--- src/rtl/imm_extend_pipe.sv ---
// Immediate extension stage with a 2-entry in-order output buffer.
// The extension is computed when an immediate is accepted and stored together
// with its mode, so buffered results never change until they are popped.
//
// state    | meaning
// ---------+---------------------------------------------
// ST_EMPTY | no result buffered, out_valid=0
// ST_ONE   | one result in the head slot
// ST_FULL  | head and tail slots both hold results, in_ready=0
module imm_extend_pipe #(
  parameter int IN_W  = 16,
  parameter int OUT_W = 32
) (
  input  logic             clk,
  input  logic             rst_n,
  input  logic             in_valid,
  output logic             in_ready,
  input  logic [IN_W-1:0]  in_imm,
  input  logic [1:0]       in_mode,
  output logic             out_valid,
  input  logic             out_ready,
  output logic [OUT_W-1:0] out_data,
  output logic [1:0]       out_mode
);

  localparam int PAD = OUT_W - IN_W;

  localparam logic [1:0] MODE_ZERO   = 2'd0;
  localparam logic [1:0] MODE_SIGN   = 2'd1;
  localparam logic [1:0] MODE_UPPER  = 2'd2;
  localparam logic [1:0] MODE_BRANCH = 2'd3;

  typedef enum logic [1:0] {
    ST_EMPTY = 2'd0,
    ST_ONE   = 2'd1,
    ST_FULL  = 2'd2
  } state_e;

  state_e             state_q, state_d;
  logic [OUT_W-1:0]   head_data_q, head_data_d;
  logic [1:0]         head_mode_q, head_mode_d;
  logic [OUT_W-1:0]   tail_data_q, tail_data_d;
  logic [1:0]         tail_mode_q, tail_mode_d;
  logic               in_ready_q, in_ready_d;
  logic               out_valid_q, out_valid_d;

  logic [OUT_W-1:0]   sign_ext;
  logic [OUT_W-1:0]   ext_data;
  logic               push;
  logic               pop;

  // Extend the incoming immediate according to its mode.
  always_comb begin
    sign_ext = {{PAD{in_imm[IN_W-1]}}, in_imm};
    ext_data = '0;
    unique case (in_mode)
      MODE_ZERO:   ext_data = {{PAD{1'b0}}, in_imm};
      MODE_SIGN:   ext_data = sign_ext;
      MODE_UPPER:  ext_data = {in_imm, {PAD{1'b0}}};
      MODE_BRANCH: ext_data = {sign_ext[OUT_W-3:0], 2'b00};
      default:     ext_data = '0;
    endcase
  end

  // Buffer occupancy and slot updates; handshake flags are registered from
  // the next state so in_ready never depends combinationally on out_ready.
  always_comb begin
    push        = in_valid & in_ready_q;
    pop         = out_valid_q & out_ready;
    state_d     = state_q;
    head_data_d = head_data_q;
    head_mode_d = head_mode_q;
    tail_data_d = tail_data_q;
    tail_mode_d = tail_mode_q;
    unique case (state_q)
      ST_EMPTY: begin
        if (push) begin
          head_data_d = ext_data;
          head_mode_d = in_mode;
          state_d     = ST_ONE;
        end
      end
      ST_ONE: begin
        if (push && pop) begin
          head_data_d = ext_data;
          head_mode_d = in_mode;
        end else if (push) begin
          tail_data_d = ext_data;
          tail_mode_d = in_mode;
          state_d     = ST_FULL;
        end else if (pop) begin
          state_d = ST_EMPTY;
        end
      end
      ST_FULL: begin
        if (pop) begin
          head_data_d = tail_data_q;
          head_mode_d = tail_mode_q;
          state_d     = ST_ONE;
        end
      end
      default: state_d = ST_EMPTY;
    endcase
    in_ready_d  = (state_d != ST_FULL);
    out_valid_d = (state_d != ST_EMPTY);
  end

  // State registers with synchronous active-low reset.
  always_ff @(posedge clk) begin
    if (!rst_n) begin
      state_q     <= ST_EMPTY;
      head_data_q <= '0;
      head_mode_q <= '0;
      tail_data_q <= '0;
      tail_mode_q <= '0;
      in_ready_q  <= 1'b1;
      out_valid_q <= 1'b0;
    end else begin
      state_q     <= state_d;
      head_data_q <= head_data_d;
      head_mode_q <= head_mode_d;
      tail_data_q <= tail_data_d;
      tail_mode_q <= tail_mode_d;
      in_ready_q  <= in_ready_d;
      out_valid_q <= out_valid_d;
    end
  end

  assign in_ready  = in_ready_q;
  assign out_valid = out_valid_q;
  assign out_data  = head_data_q;
  assign out_mode  = head_mode_q;

endmodule
--- config.mk ---
export PLATFORM = sky130hd
export DESIGN_NAME = imm_extend_pipe
export DESIGN_NICKNAME = d
export VERILOG_FILES = /design/src/rtl/imm_extend_pipe.sv
export SDC_FILE = /design/constraint.sdc
export NUM_CORES = 1
export LEC_CHECK = 0
export BUFFER_PORTS_ARGS = -buffer_cell sky130_fd_sc_hd__buf_2
export CAP_MARGIN = 0
export CORE_MARGIN = 1.5
export CORE_UTILIZATION = 59
export DETAILED_ROUTE_END_ITERATION = 10
export GPL_ROUTABILITY_DRIVEN = 0
export HOLD_SLACK_MARGIN = 0.03
export PLACE_DENSITY = 0.84
export SLEW_MARGIN = 20
export SYNTH_ARGS = -nofsm -noshare
export SYNTH_HDL_FRONTEND = slang
export SYNTH_SLANG_ARGS = --single-unit
--- constraint.sdc ---
create_clock -name clk -period 4.2 [get_ports clk]
set_input_delay 0.84 -clock clk [delete_from_list [all_inputs] [get_ports clk]]
set_output_delay 0.84 -clock clk [all_outputs]
set_load 0.02 [all_outputs]
==> impl_metrics.py, run 1 <==
metrics = {
    "cts": {
        "clock_sink_count": 72,
        "tritoncts": "built",
        "cts_inserted_buffers": 9,
        "clock-root-buffer": "sky130_fd_sc_hd__clkbuf_8",
        "clock_latency_of_the_later_clocked_register_in_the_worst_skew_pair_ns": 0.34,
        "cts_buffer_depth": 2,
        "clk_pin_slew_ns": 0.07,
        "cts_repair_resize_count": 0,
        "ctsHtreeMaxLevel": 3,
        "post_cts_hold_buffer_count": 0,
        "cts_setup_buffers": 0,
    },
    "logic_synthesis": {
        "syn_area_per_cell_um2": 7.55,
        "synthesis.nets": 448,
        "synth.distinct_cells": 31,
        "synthCells": 426,
        "ys_async_sr_fraction": 0,
        "synth_enable_flop_cells": 0,
        "synth-warning-count": 0,
        "count_of_state_elements_after_synthesis": 72,
        "post_synth_instance_area_um2": 3210,
        "synth_ff_type": "sky130_fd_sc_hd__dfxtp_1",
        "ys_seq_area_frac": 0.448,
    },
    "floorplan": {
        "initial_core_util": 0.621,
        "floorplan.die.height_um": 76.8,
        "io_pins": 58,
        "die_w_um": 76.8,
        "core.rowCount": 26,
        "core-area_um2": 5170,
        "dieArea_um2": 5900,
    },
    "final_layout": {
        "design.final.nets": 482,
        "multi_input_comb_area_um2": 1530,
        "flow.area_growth_from_synthesis_pct": 13.6,
        "final_core_util": 0.706,
        "final.fill_count": 434,
        "final_layout_size_suffix_gt1_frac": 0.183,
        "count_of_inserted_antenna_diode_cells": 0,
        "regArea_um2": 1440,
    },
    "timing": {
        "drv_slew": 0,
        "timing_worst_slew_pin_value_ns": 0.663,
        "final-setup-viol-count": 0,
        "fin_worst_skew_ns": 0.00634,
        "rsz0062_at_grt": "no",
        "final_min_period_over_clock_period": 0.530,
        "post-route-min-period_ns": 2.23,
        "slew_headroom": 0.555,
        "setup-tns-final_ns": 0,
        "maximum_clock_rate_ghz": 0.449,
        "report.final.hold_viol_count": 0,
    },
    "critical_path": {
        "critPathCaptureType": "flip-flop",
        "timing.critical_path.required_ns": 4.44,
        "reg2reg_to": "out_mode[1]$_SDFFE_PN0P_",
        "rr_worst_depth": 6,
        "chain_of_cells_forming_the_critical_path": "buf_2, and2_1, or2_2, a21oi_1, o32ai_1",
        "cp_top_family": "simple AND/OR/NAND/NOR gates",
        "crit_type": "primary input to flip-flop",
        "startpoint_type": "primary input",
        "critical_path.slowest_cell": "sky130_fd_sc_hd__and2_1",
        "critical_path_buf_inv_count": 1,
        "critPathArrivalTime_ns": 2.46,
        "rr_startpoint": "state_q[1]$_SDFF_PN0_",
        "max_fanout_on_critical_path": 22,
        "cpPeakStageDelay_ns": 0.52,
        "worst-r2r-setup-slack_ns": 2.09,
    },
    "route": {
        "vias_per_cell": 5.84,
        "detail_route.iter0.violations": 265,
        "postRouteWirelength_mm": 8.29,
        "drt.antenna.violating_nets": 0,
        "avgRoutedWirePerCell_um": 15.5,
        "route.detailed.drc": 0,
        "dr_total_vias": 3118,
        "drt_pass1_iterations": 5,
    },
    "flow_run": {
        "cap_violations": 0,
    },
    "global_route": {
        "antenna_violations_before_repair": 0,
        "grt_pass1_wl_mm": 13.5,
        "grt.total_usage": 0.287,
        "grt_pass1_vias": 2760,
        "grt_max_degree": 38,
        "grt_overflow_total": 0,
    },
    "worst_hold_path": {
        "min_path_type": "flip-flop to flip-flop",
        "timing.hold.worst_path_depth": 2,
        "min-delay-start": "tail_data_q[1]$_SDFFE_PN0P_",
        "worstHoldEndpoint": "tail_data_q[1]$_SDFFE_PN0P_",
    },
    "placement": {
        "dpl_hpwl_mm": 5.16,
        "numPortBuffers": 57,
    },
    "power": {
        "power.static_leakage_nw": 1.55,
        "max-vdd-ir-drop_v": 0.000248,
        "power_per_standard_cell_area_nw_per_um2": 449,
    },
    "outcome": {
        "status": "completed",
    },
}
## registers in the layout (all words and copies together), names as in the netlist
| signal | flops |
|---|---|
| out_mode | 2 |
| out_valid | 1 |
| in_ready | 1 |
| state_q | 2 |
| out_data | 32 |
| tail_mode_q | 2 |
| tail_data_q | 32 |
## worst min-delay path, cell delays in order, from the launching register on
cell and delay [ns]:
sky130_fd_sc_hd__dfxtp_1 0.31, sky130_fd_sc_hd__nand2_1 0.05, sky130_fd_sc_hd__a21oi_1 0.05
## layout by cell type, fill, tap and decap left out
cell type                   instances
sky130_fd_sc_hd__o21ba_1            1
sky130_fd_sc_hd__nor2b_1            4
sky130_fd_sc_hd__a211oi_1          14
sky130_fd_sc_hd__o31a_1             1
sky130_fd_sc_hd__nor3_1            34
sky130_fd_sc_hd__bufinv_16          1
sky130_fd_sc_hd__clkbuf_1           1
sky130_fd_sc_hd__inv_1             16
sky130_fd_sc_hd__a311oi_1           4
sky130_fd_sc_hd__and3_1             2
sky130_fd_sc_hd__buf_2             57
sky130_fd_sc_hd__nand2b_2           1
sky130_fd_sc_hd__o211ai_1           2
sky130_fd_sc_hd__a311oi_2           2
sky130_fd_sc_hd__nor2_1            85
sky130_fd_sc_hd__nand3_1           16
sky130_fd_sc_hd__nand4_1            1
sky130_fd_sc_hd__dfxtp_1           72
sky130_fd_sc_hd__o32ai_1           28
sky130_fd_sc_hd__and3b_1            1
sky130_fd_sc_hd__or2_2              1
sky130_fd_sc_hd__o21ai_0           14
sky130_fd_sc_hd__a21oi_1           24
sky130_fd_sc_hd__nand2_1           55
sky130_fd_sc_hd__o21ai_2            1
sky130_fd_sc_hd__mux2i_1            1
sky130_fd_sc_hd__nor3_2             1
sky130_fd_sc_hd__or2_1              1
sky130_fd_sc_hd__buf_4              8
sky130_fd_sc_hd__clkinv_2           3
sky130_fd_sc_hd__a21o_1             1
sky130_fd_sc_hd__clkbuf_8          10
sky130_fd_sc_hd__and2_1             1
## metal layers
| layer | track usage | share of wire |
|---|---|---|
| met5 | 0 | 0 |
| met4 | 0.135 | 0.019 |
| met3 | 0.0488 | 0.052 |
| met2 | 0.448 | 0.48 |
| met1 | 0.385 | 0.45 |
## cells in the mapped netlist, drive strengths merged, types with 14 or more instances
cell    count  share of area
inv        16          0.019
nor3       35          0.056
a21oi      24          0.037
dfxtp      72           0.45
nand2      55          0.064
o21ai      15          0.025
nand3      16          0.025
clkbuf     28          0.033
o32ai      28          0.076
buf        14          0.025
a211oi     14          0.033
nor2       85          0.099
## power breakdown
| part | internal, W | total (W) | switching, W |
|---|---|---|---|
| Combinational | 0.000112 | 0.000330 | 0.000218 |
| Sequential | 0.000744 | 0.000778 | 0.0000336 |
| Clock | 0.000284 | 0.000531 | 0.000247 |
| Total | 0.00114 | 0.00164 | 0.000498 |
## worst max-delay path by stage
| stage | depth (start not counted) | from | endpoint | slack (ns) |
|---|---|---|---|---|
| finish | 5 | in_mode[0] | out_data[30]$_SDFFE_PN0P_ | 1.97 |
| CTS | 5 | in_mode[0] | out_data[30]$_SDFFE_PN0P_ | 2.02 |
| floorplan | 6 | in_mode[1] | out_data[20]$_SDFFE_PN0P_ | 2.11 |
| detailed placement | 4 | rst_n | out_data[1]$_SDFFE_PN0P_ | 1.67 |
| global route | 5 | in_mode[0] | out_data[30]$_SDFFE_PN0P_ | 1.85 |
| global placement | 4 | rst_n | tail_data_q[11]$_SDFFE_PN0P_ | 1.75 |
## cells by family after synthesis
kind of cell / after synthesis / synth area share
flip-flops: 72 / 0.448
buffers and inverters: 58 / 0.0759
AO/OA/AOI/OAI: 92 / 0.204
AND/OR/NAND/NOR: 203 / 0.269
multiplexers: 1 / 0.00311
## metrics by stage
stage | setup slack (ns) | cells | hold slack [ns] | cell area, µm² | total power, W
global placement | 1.75 | 519 | 0.440 | 3460 | 0.00111
detailed placement | 1.67 | 519 | 0.447 | 3460 | 0.00112
floorplan | 2.11 | 426 | 0.432 | 3210 | 0.00103
finish | 1.97 | 534 | 0.458 | 3650 | 0.00164
global route | 1.85 | 534 | 0.476 | 3650 | 0.00171
CTS | 2.02 | 534 | 0.456 | 3650 | 0.00164
## layout make-up
cell class | count | share of cell area
clock inverters | 4 | 0.0123
clock buffers | 11 | 0.0387
multi-input cells | 296 | 0.419
repair buffers | 65 | 0.0946
flip-flops and latches | 72 | 0.395
well taps | 70 | 0.0240
inverters | 16 | 0.0164
Note: power is estimated with default switching activity, not from simulation.
==> inputs of run 2 (changes only) <==
--- a/config.mk
+++ b/config.mk
@@ -5,14 +5,15 @@
 export SDC_FILE = /design/constraint.sdc
 export NUM_CORES = 1
 export LEC_CHECK = 0
+export ABC_AREA = 1
 export BUFFER_PORTS_ARGS = -buffer_cell sky130_fd_sc_hd__buf_2
 export CAP_MARGIN = 0
 export CORE_MARGIN = 1.5
-export CORE_UTILIZATION = 59
+export CORE_UTILIZATION = 51
 export DETAILED_ROUTE_END_ITERATION = 10
 export GPL_ROUTABILITY_DRIVEN = 0
 export HOLD_SLACK_MARGIN = 0.03
-export PLACE_DENSITY = 0.84
+export PLACE_DENSITY = 0.76
 export SLEW_MARGIN = 20
 export SYNTH_ARGS = -nofsm -noshare
 export SYNTH_HDL_FRONTEND = slang
==> constraint.sdc (replaced) <==
create_clock -name clk -period 1.8 [get_ports clk]
set_input_delay 0.36 -clock clk [delete_from_list [all_inputs] [get_ports clk]]
set_output_delay 0.36 -clock clk [all_outputs]
set_load 0.02 [all_outputs]
==> impl_metrics.py, run 2 <==
metrics = {
    "outcome": {
        "status": "completed",
    },
    "logic_synthesis": {
        "synth_area_leader_cell": "sky130_fd_sc_hd__dfxtp_1",
        "netlist_top_cells_area": "sky130_fd_sc_hd__dfxtp_1, sky130_fd_sc_hd__nand2_1, sky130_fd_sc_hd__a21oi_1, sky130_fd_sc_hd__nand3_1, sky130_fd_sc_hd__nor2_1",
        "synth-warning-count": 0,
        "ys_seq_area_frac": 0.406,
        "synthesis.nets": 587,
        "post_synth_most_frequent_cells": "sky130_fd_sc_hd__nand2_1, sky130_fd_sc_hd__dfxtp_1, sky130_fd_sc_hd__a21oi_1, sky130_fd_sc_hd__nor2_1, sky130_fd_sc_hd__nand3_1",
        "netlist.area_leader.share": 0.406,
        "post_synth_instance_area_um2": 3550,
        "synthCells": 565,
        "ys_async_sr_fraction": 0,
        "count_of_state_elements_after_synthesis": 72,
        "yosys.cell_count.top_type": "sky130_fd_sc_hd__nand2_1",
        "syn_area_per_cell_um2": 6.28,
        "synth_enable_flop_cells": 0,
        "synth.distinct_cells": 22,
        "synth_ff_type": "sky130_fd_sc_hd__dfxtp_1",
    },
    "timing": {
        "final-setup-viol-count": 0,
        "report.final.hold_viol_count": 0,
        "post-route-min-period_ns": 1.52,
        "drv_slew": 0,
        "final_critical_path_setup_slack_ns": 0.276,
        "fin_worst_skew_ns": 0.0106,
        "final_min_period_over_clock_period": 0.847,
        "rsz0062_at_grt": "no",
        "maximum_clock_rate_ghz": 0.656,
        "setup-tns-final_ns": 0,
        "slew_headroom": 0.668,
        "timing_worst_slew_pin_value_ns": 0.498,
    },
    "global_route": {
        "antenna_violations_before_repair": 0,
        "grt_pass1_vias": 3165,
        "grt_overflow_total": 0,
        "grt_pass1_wl_mm": 14.6,
        "grt.total_usage": 0.249,
        "grt_max_degree": 48,
    },
    "route": {
        "avgRoutedWirePerCell_um": 13.1,
        "drt_pass1_iterations": 6,
        "dr_total_vias": 3590,
        "vias_per_cell": 5.18,
        "detail_route.iter0.violations": 318,
        "postRouteWirelength_mm": 9.11,
        "drt.antenna.violating_nets": 0,
        "route.detailed.drc": 0,
    },
    "final_layout": {
        "final_cells": 693,
        "layout.cells.most_common": "sky130_fd_sc_hd__nand2_1",
        "flow.area_growth_from_synthesis_pct": 14.0,
        "design.final.nets": 630,
        "count_of_inserted_antenna_diode_cells": 0,
        "most-common-layout-cells": "sky130_fd_sc_hd__nand2_1, sky130_fd_sc_hd__dfxtp_1, sky130_fd_sc_hd__a21oi_1",
        "final_layout_size_suffix_gt1_frac": 0.157,
    },
    "cts": {
        "ctsHtreeMaxLevel": 3,
        "tritoncts": "built",
        "cts_repair_resize_count": 0,
        "cts_setup_buffers": 0,
        "post_cts_hold_buffer_count": 0,
        "clk_pin_slew_ns": 0.08,
        "clock_latency_of_the_later_clocked_register_in_the_worst_skew_pair_ns": 0.34,
        "cts_buffer_depth": 2,
        "clock-root-buffer": "sky130_fd_sc_hd__clkbuf_8",
        "cts_inserted_buffers": 9,
        "clock_sink_count": 72,
    },
    "placement": {
        "numPortBuffers": 57,
        "pre_cts_ws_ns": 0.255,
        "dpl.cell_count": 677,
        "dpl_hpwl_mm": 6.03,
    },
    "floorplan": {
        "dieArea_um2": 7470,
        "die_w_um": 86.4,
        "core-area_um2": 6760,
        "initial_core_util": 0.526,
        "floorplan.die.height_um": 86.4,
        "io_pins": 58,
        "core.rowCount": 30,
    },
    "flow_run": {
        "cap_violations": 0,
    },
    "power": {
        "power_report.internal_total_w": 0.00291,
        "power_per_standard_cell_area_nw_per_um2": 1120,
        "design_power_total_w": 0.00453,
        "power.share.combinational": 0.300,
        "p_clk_frac": 0.283,
        "switching_share": 0.357,
        "power.static_leakage_nw": 1.97,
        "power.share.sequential": 0.417,
        "max-vdd-ir-drop_v": 0.000682,
        "switchingPower_w": 0.00162,
    },
    "worst_hold_path": {
        "min_path_type": "primary input to flip-flop",
    },
    "critical_path": {
        "critPathArrivalTime_ns": 1.75,
        "crit_type": "flip-flop to flip-flop",
        "critPathCaptureType": "flip-flop",
        "startpoint_type": "flip-flop",
        "max_fanout_on_critical_path": 30,
        "timing.critical_path.required_ns": 2.03,
    },
}
==> run 2: critical path: stages (launching register included) <==
cell and delay (ns):
sky130_fd_sc_hd__dfxtp_1 0.38, sky130_fd_sc_hd__nand2_1 0.17, sky130_fd_sc_hd__o21ai_2 0.11, sky130_fd_sc_hd__buf_4 0.36, sky130_fd_sc_hd__nand3_1 0.12, sky130_fd_sc_hd__a21oi_1 0.20, sky130_fd_sc_hd__nor2_1 0.06
==> run 2: power groups by stage <==
stage | Sequential, W | Clock, W | Combinational [W]
6_report | 0.00189 | 0.00128 | 0.00136
5_1_grt | 0.00191 | 0.00137 | 0.00152
4_1_cts | 0.00189 | 0.00131 | 0.00136
3_5_place_dp | 0.00192 | 0 | 0.00136
3_3_place_gp | 0.00192 | 0 | 0.00133
2_1_floorplan | 0.00211 | 0 | 0.000788
==> run 2: worst paths after layout <==
kind | cells after the start | from | end | slack (ns)
setup / recovery | 6 | out_valid$_SDFF_PN0_ | out_data[3]$_SDFFE_PN0P_ | 0.28
hold / removal | 3 | in_mode[0] | tail_mode_q[0]$_SDFFE_PN0P_ | 0.36
setup reg to reg | 6 | out_valid$_SDFF_PN0_ | out_data[3]$_SDFFE_PN0P_ | 0.28
hold reg to reg | 2 | tail_data_q[9]$_SDFFE_PN0P_ | tail_data_q[9]$_SDFFE_PN0P_ | 0.47
==> run 2: cell families after synthesis <==
logic type | share of synthesized area
flip-flops | 0.406
AO/OA/AOI/OAI | 0.106
buffers and inverters | 0.107
AND/OR/NAND/NOR | 0.381
==> run 2: routing by layer <==
metal | part of all wire | GRT usage
met1 | 0.45 | 0.331
met2 | 0.46 | 0.409
met3 | 0.071 | 0.0476
met4 | 0.016 | 0.0762
met5 | 0 | 0
==> run 2: area by class of cell <==
class                           count  area [µm²]
Clock buffer                       11         141
Clock inverter                      5        56.3
Fill cell                         651        2710
Inverter                           43         163
Multi-Input combinational cell    413        1730
Sequential cell                    72        1440
Tap cell                           80         100
Timing Repair Buffer               69         413
==> run 2: through the flow <==
step	utilization	instance area, µm²	hold slack (ns)
floorplan	-	3550	0.445
global placement	0.570	3850	0.451
detailed placement	0.570	3850	0.458
CTS	0.599	4050	0.341
global route	0.599	4050	0.371
finish	0.599	4050	0.362
